<file path="config.mk">
export PLATFORM = sky130hd
export DESIGN_NAME = read_cycle
export DESIGN_NICKNAME = d
export VERILOG_FILES = /design/src/rtl/read_cycle_pkg.sv /design/src/rtl/read_cycle_wait_ctr.sv /design/src/rtl/read_cycle.sv
export SDC_FILE = /design/constraint.sdc
export NUM_CORES = 1
export LEC_CHECK = 0
export CORE_AREA = 2 2 39 41
export CTS_CLUSTER_DIAMETER = 200
export DETAILED_ROUTE_END_ITERATION = 8
export DIE_AREA = 0 0 41 43
export GPL_TIMING_DRIVEN = 0
export PLACE_DENSITY = 0.54
export SLEW_MARGIN = 15
export SYNTH_ARGS = -nofsm -noshare
export SYNTH_HDL_FRONTEND = slang
export SYNTH_SLANG_ARGS = --single-unit
export TNS_END_PERCENT = 5
</file>
<file path="constraint.sdc">
create_clock -name clk -period 1.7 [get_ports clk]
set_clock_uncertainty 0.2 [all_clocks]
set_input_delay 0.34 -clock clk [delete_from_list [all_inputs] [get_ports clk]]
set_output_delay 0.34 -clock clk [all_outputs]
set_load 0.02 [all_outputs]
</file>
<file path="src/rtl/read_cycle_pkg.sv">
// read_cycle_pkg: states, output decode and constants shared by the SRAM read controller.
package read_cycle_pkg;
    typedef enum logic [2:0] {IDLE, SETUP, ACCESS, LATCH, RECOVER} state_t;
    typedef struct packed {
        logic latch;
        logic count;
        logic not_ce;
        logic not_oe;
        logic reading;
    } outs_t;
    localparam int ACCESS_CYCLES_DEF = 2;
    localparam int CTR_W = 4;
    localparam outs_t OUT_IDLE    = 5'b00110;
    localparam outs_t OUT_SETUP   = 5'b00011;
    localparam outs_t OUT_ACCESS  = 5'b00001;
    localparam outs_t OUT_LATCH   = 5'b10001;
    localparam outs_t OUT_RECOVER = 5'b01111;
    function automatic outs_t state_outs(input state_t s);
        case (s)
            SETUP:   return OUT_SETUP;
            ACCESS:  return OUT_ACCESS;
            LATCH:   return OUT_LATCH;
            RECOVER: return OUT_RECOVER;
            default: return OUT_IDLE;
        endcase
    endfunction
endpackage

</file>
<file path="src/rtl/read_cycle_wait_ctr.sv">
// read_cycle_wait_ctr: loadable down-counter timing the ACCESS phase, with zero flag.
module read_cycle_wait_ctr
    import read_cycle_pkg::*;
(
    input  logic             clk,
    input  logic             reset,
    input  logic             load,
    input  logic             dec,
    input  logic [CTR_W-1:0] load_val,
    output logic             zero
);
    logic [CTR_W-1:0] cnt;
    always_ff @(posedge clk or negedge reset) begin
        if (!reset)
            cnt <= '0;
        else if (load)
            cnt <= load_val;
        else if (dec && cnt != '0)
            cnt <= cnt - CTR_W'(1);
    end
    assign zero = (cnt == '0);
endmodule

</file>
<file path="src/rtl/read_cycle.sv">
// read_cycle: Moore FSM sequencing one async SRAM read per accepted request.
// Define READ_CYCLE_EDGE_TRIG_EN to accept only on a rising edge of read.
module read_cycle
    import read_cycle_pkg::*;
#(
    parameter int ACCESS_CYCLES = ACCESS_CYCLES_DEF
) (
    input  logic clk,
    input  logic reset,
    input  logic read,
    input  logic write,
    output logic latch,
    output logic count,
    output logic not_ce,
    output logic not_oe,
    output logic reading
);
    state_t state, next;
    logic   accept, zero;
`ifdef READ_CYCLE_EDGE_TRIG_EN
    logic read_q;
    always_ff @(posedge clk or negedge reset) begin
        if (!reset)
            read_q <= 1'b0;
        else
            read_q <= read;
    end
    assign accept = read && !read_q && !write;
`else
    assign accept = read && !write;
`endif
    always_ff @(posedge clk or negedge reset) begin
        if (!reset)
            state <= IDLE;
        else
            state <= next;
    end
    // if (rather than a ternary) keeps an unknown request from leaving IDLE
    always_comb begin
        next = state;
        case (state)
            IDLE:    if (accept) next = SETUP;
            SETUP:   next = ACCESS;
            ACCESS:  if (zero) next = LATCH;
            LATCH:   next = RECOVER;
            default: next = IDLE;
        endcase
    end
    read_cycle_wait_ctr u_ctr (
        .clk      (clk),
        .reset    (reset),
        .load     (state == SETUP),
        .dec      (state == ACCESS),
        .load_val (CTR_W'(ACCESS_CYCLES - 1)),
        .zero     (zero)
    );
    assign {latch, count, not_ce, not_oe, reading} = state_outs(state);
endmodule

</file>
==> out/qor.csv <==
stage;metric;value;unit
power;pwr dens;1961;mW/mm²
floorplanning;Core ar.;0.001384;mm²
setup_path;max incr delay on CP;0.42;ns
clock_tree;CTS tree;built;
global_routing;gr ovfl total;0;
routing;DRT Wirelength;843;µm
job;# Max-Cap Violations;0;
clock_tree;CTS Sinks;7;
cells_and_area;most frequent cells in the layout;buf_4, dfrtp_1;
global_routing;GRT Util Overall;11.79;%
routing;Starting DRT DRC Count;3;
cells_and_area;most common cell after layout, fill and taps aside;buf_4;
yosys;Mapped Area;416.7;µm²
clock_tree;hold buffer count at cts;0;
yosys;Mapped Cells;43;
power;switching share of power;41.65;%
power;P_int;671.6;µW
yosys;Yosys reg bits;7;
sta;RSZ-0062 raised after global routing;yes;
placed_design;GPL Wtd Cong;0.6471;
clock_tree;H-Tree Depth;1;
clock_tree;Clock Latency Late Sink;0.25;ns
setup_path;launching point of the worst reg2reg path;u_ctr.cnt[0]$_DFFE_PN0P_;
setup_path;Startpoint Class;flop;
floorplanning;Rows;14;
cells_and_area;share of layout cells above drive strength 1;45.00;%
sta;Tmin final;1.702;ns
yosys;ys async rst share;100.0;%
setup_path;crit path capture;latch;
routing;drt wl/cell;11.09;µm
routing;ANT nets after route;0;
sta;Hold WS;0.1466;ns
yosys;syn_nets;49;
setup_path;Slowest-stage cell, CP;dfrtp_2;
global_routing;first-pass GRT wire length;1331;µm
placed_design;IO buf count;8;
floorplanning;Top Ports;9;
clock_tree;Clk Tree Root Cell;clkbuf_4;
outcome;status;finished with violations;
yosys;ys flop type;dfrtp_1;
routing;DRC;0;
clock_tree;Inserted Clock Buffers;3;
setup_path;Req. time, crit path;1.16;ns
sta;Pins Over Slew Limit;0;
power;P_leak;0.0002786;µW
cells_and_area;Area Growth Syn to Fin;40.84;%
setup_path;r2r setup slk;-0.002;ns
cells_and_area;final cell count without fillers;76;
sta;final worst path period share;100.1;%
yosys;YS warnings;0;
sta;Final setup viols;1;
power;Seq pwr share;27.5;%
floorplanning;Initial Util;30.11;%
placed_design;placed cells;67;
routing;TritonRoute pass-1 iters;3;
sta;Final Hold Viols;0;
global_routing;vias in the first global route;337;
floorplanning;Die H;43;µm
floorplanning;Die Area;0.001763;mm²
floorplanning;die extent in x;41;µm
setup_path;Data arrival, critical path;1.16;ns
outcome;failing checks;negative setup slack;
sta;fmax;587.6;MHz
routing;vias per inst;4.711;
setup_path;crit path launch;state[2]$_DFFE_PN0P_;
cells_and_area;FILL cells;146;
global_routing;largest net degree at the start of global routing;8;
global_routing;initial antenna violation count;0;
routing;total number of vias;358;
clock_tree;CTS Buffer Depth;2;
sta;Final WS setup;-0.001842;ns
yosys;post-synth cell types;22;
yosys;sequential share of the synthesized area;42.04;%
setup_path;Register-to-Register Path Depth;4;
power;Comb pwr share;59.3;%
setup_path;Crit. End Element;output port;
hold_path;Min-Delay Path Class;in2async;
clock_tree;clock-pin slew on the worst setup and hold paths;0.05;ns
yosys;Avg Cell Area, Syn;9.690;µm²
setup_path;RR Endpoint;state[0]$_DFFE_PN0P_;
setup_path;CP Max Fanout;5;
cells_and_area;# diodes;0;
sta;Worst slew margin;78.49;%
power;switching power;479.4;µW
cells_and_area;Nets;67;
placed_design;detailed placer's ending HPWL;590.6;µm
setup_path;crit-path cells;or2b_1, nor2_1, buf_4;
power;Clk pwr share;13.3;%
yosys;EDFF count, synth;0;
setup_path;Setup Crit Path Kind;reg2out;
sta;worst slew pin tran;0.3216;ns
power;Max IR drop VDD;0.8912;mV
## through the flow
step           setup TNS, ns  worst slack, ns  utilization (%)  total power [µW]  area, µm²
3_5_place_dp          -1.304          -0.3130            37.34             925.2      516.7
4_1_cts             -0.04662         -0.03418            40.24              1098      556.8
2_1_floorplan              0          0.02482                -             717.3      416.7
6_report           -0.001842        -0.001842            42.41              1151      586.8
5_1_grt              -0.2425          -0.1029            42.41              1246      586.8
3_3_place_gp          -1.240          -0.3051            37.34             919.9      516.7
## routing by layer
| layer | wire length (µm) | GRT usage [%] | share of wire (%) | up-vias |
|---|---|---|---|---|
| met5 | 0 | 0 | 0 | - |
| met4 | 0 | 4.000 | 0 | 0 |
| met3 | 69 | 7.853 | 8.2 | 0 |
| met2 | 387 | 17.19 | 46 | 13 |
| met1 | 386 | 13.36 | 46 | 166 |
| li1 | - | - | - | 179 |
## power groups by stage
stage          registers, µW  clock network [µW]  logic (µW)
3_5_place_dp             323                   0         602
6_report                 316                 153         682
5_1_grt                  328                 169         749
2_1_floorplan            297                   0         420
3_3_place_gp             320                   0         600
4_1_cts                  323                 158         617
## layout make-up
class | count | area (µm²) | area share (%)
Tap cell | 16 | 20.02 | 3.412
Inverter | 4 | 15.01 | 2.559
Clock buffer | 4 | 26.28 | 4.478
Timing Repair Buffer | 14 | 105.1 | 17.91
Multi-Input combinational cell | 31 | 241.5 | 41.15
Sequential cell | 7 | 178.9 | 30.49
## worst min path at each step
stage / start / endpoint / slack [ns] / cells past startpoint
6_report: reset / u_ctr.cnt[1]$_DFFE_PN0P_ / 0.15 / 1
3_3_place_gp: u_ctr.cnt[3]$_DFFE_PN0P_ / u_ctr.cnt[3]$_DFFE_PN0P_ / 0.31 / 1
5_1_grt: reset / u_ctr.cnt[1]$_DFFE_PN0P_ / 0.16 / 1
4_1_cts: reset / u_ctr.cnt[1]$_DFFE_PN0P_ / 0.15 / 1
2_1_floorplan: reset / state[0]$_DFFE_PN0P_ / -0.16 / 0
3_5_place_dp: u_ctr.cnt[3]$_DFFE_PN0P_ / u_ctr.cnt[3]$_DFFE_PN0P_ / 0.32 / 1
## worst max-delay path: cells and delay by family (launching register included)
kind	cells	cell delay (ns)
buffers and inverters	1	0.14
and+or+nand+nor	2	0.34
DFF	1	0.42
## cells in the mapped netlist (2+ instances only)
cell     n  share of area [%]
mux2i_1  2                4.8
dfrtp_1  7                 42
nor2_1   4                3.6
a21oi_1  3                3.6
ha_1     2                6.0
nand2_1  2                1.8
xnor2_1  2                4.2
nand3_1  2                2.4
inv_1    4                3.6
nor3_1   3                3.6
## repair_timing
action,in CTS,in global routing
gates resized for setup,28,5
endpoints found under the setup margin,6,7
gates cloned,0,0
buffers inserted,4,2
## logic make-up (layout without fill, tap and decap cells)
kind of cell	Yosys count	in the layout	share of synthesized area, %
AND/OR/NAND/NOR	19	19	27.93
adder cells (fa/ha/maj)	2	2	6.005
AO/OA/AOI/OAI	6	6	10.21
buffers and inverters	5	22	4.803
XOR/XNOR	2	2	4.205
multiplexers	2	2	4.805
flip-flops	7	7	42.04
## sequential cells by signal (all words and copies together), names as in the netlist
signal,flops
u_ctr.cnt,4
state,3
Power figures use the tool's default switching activity.
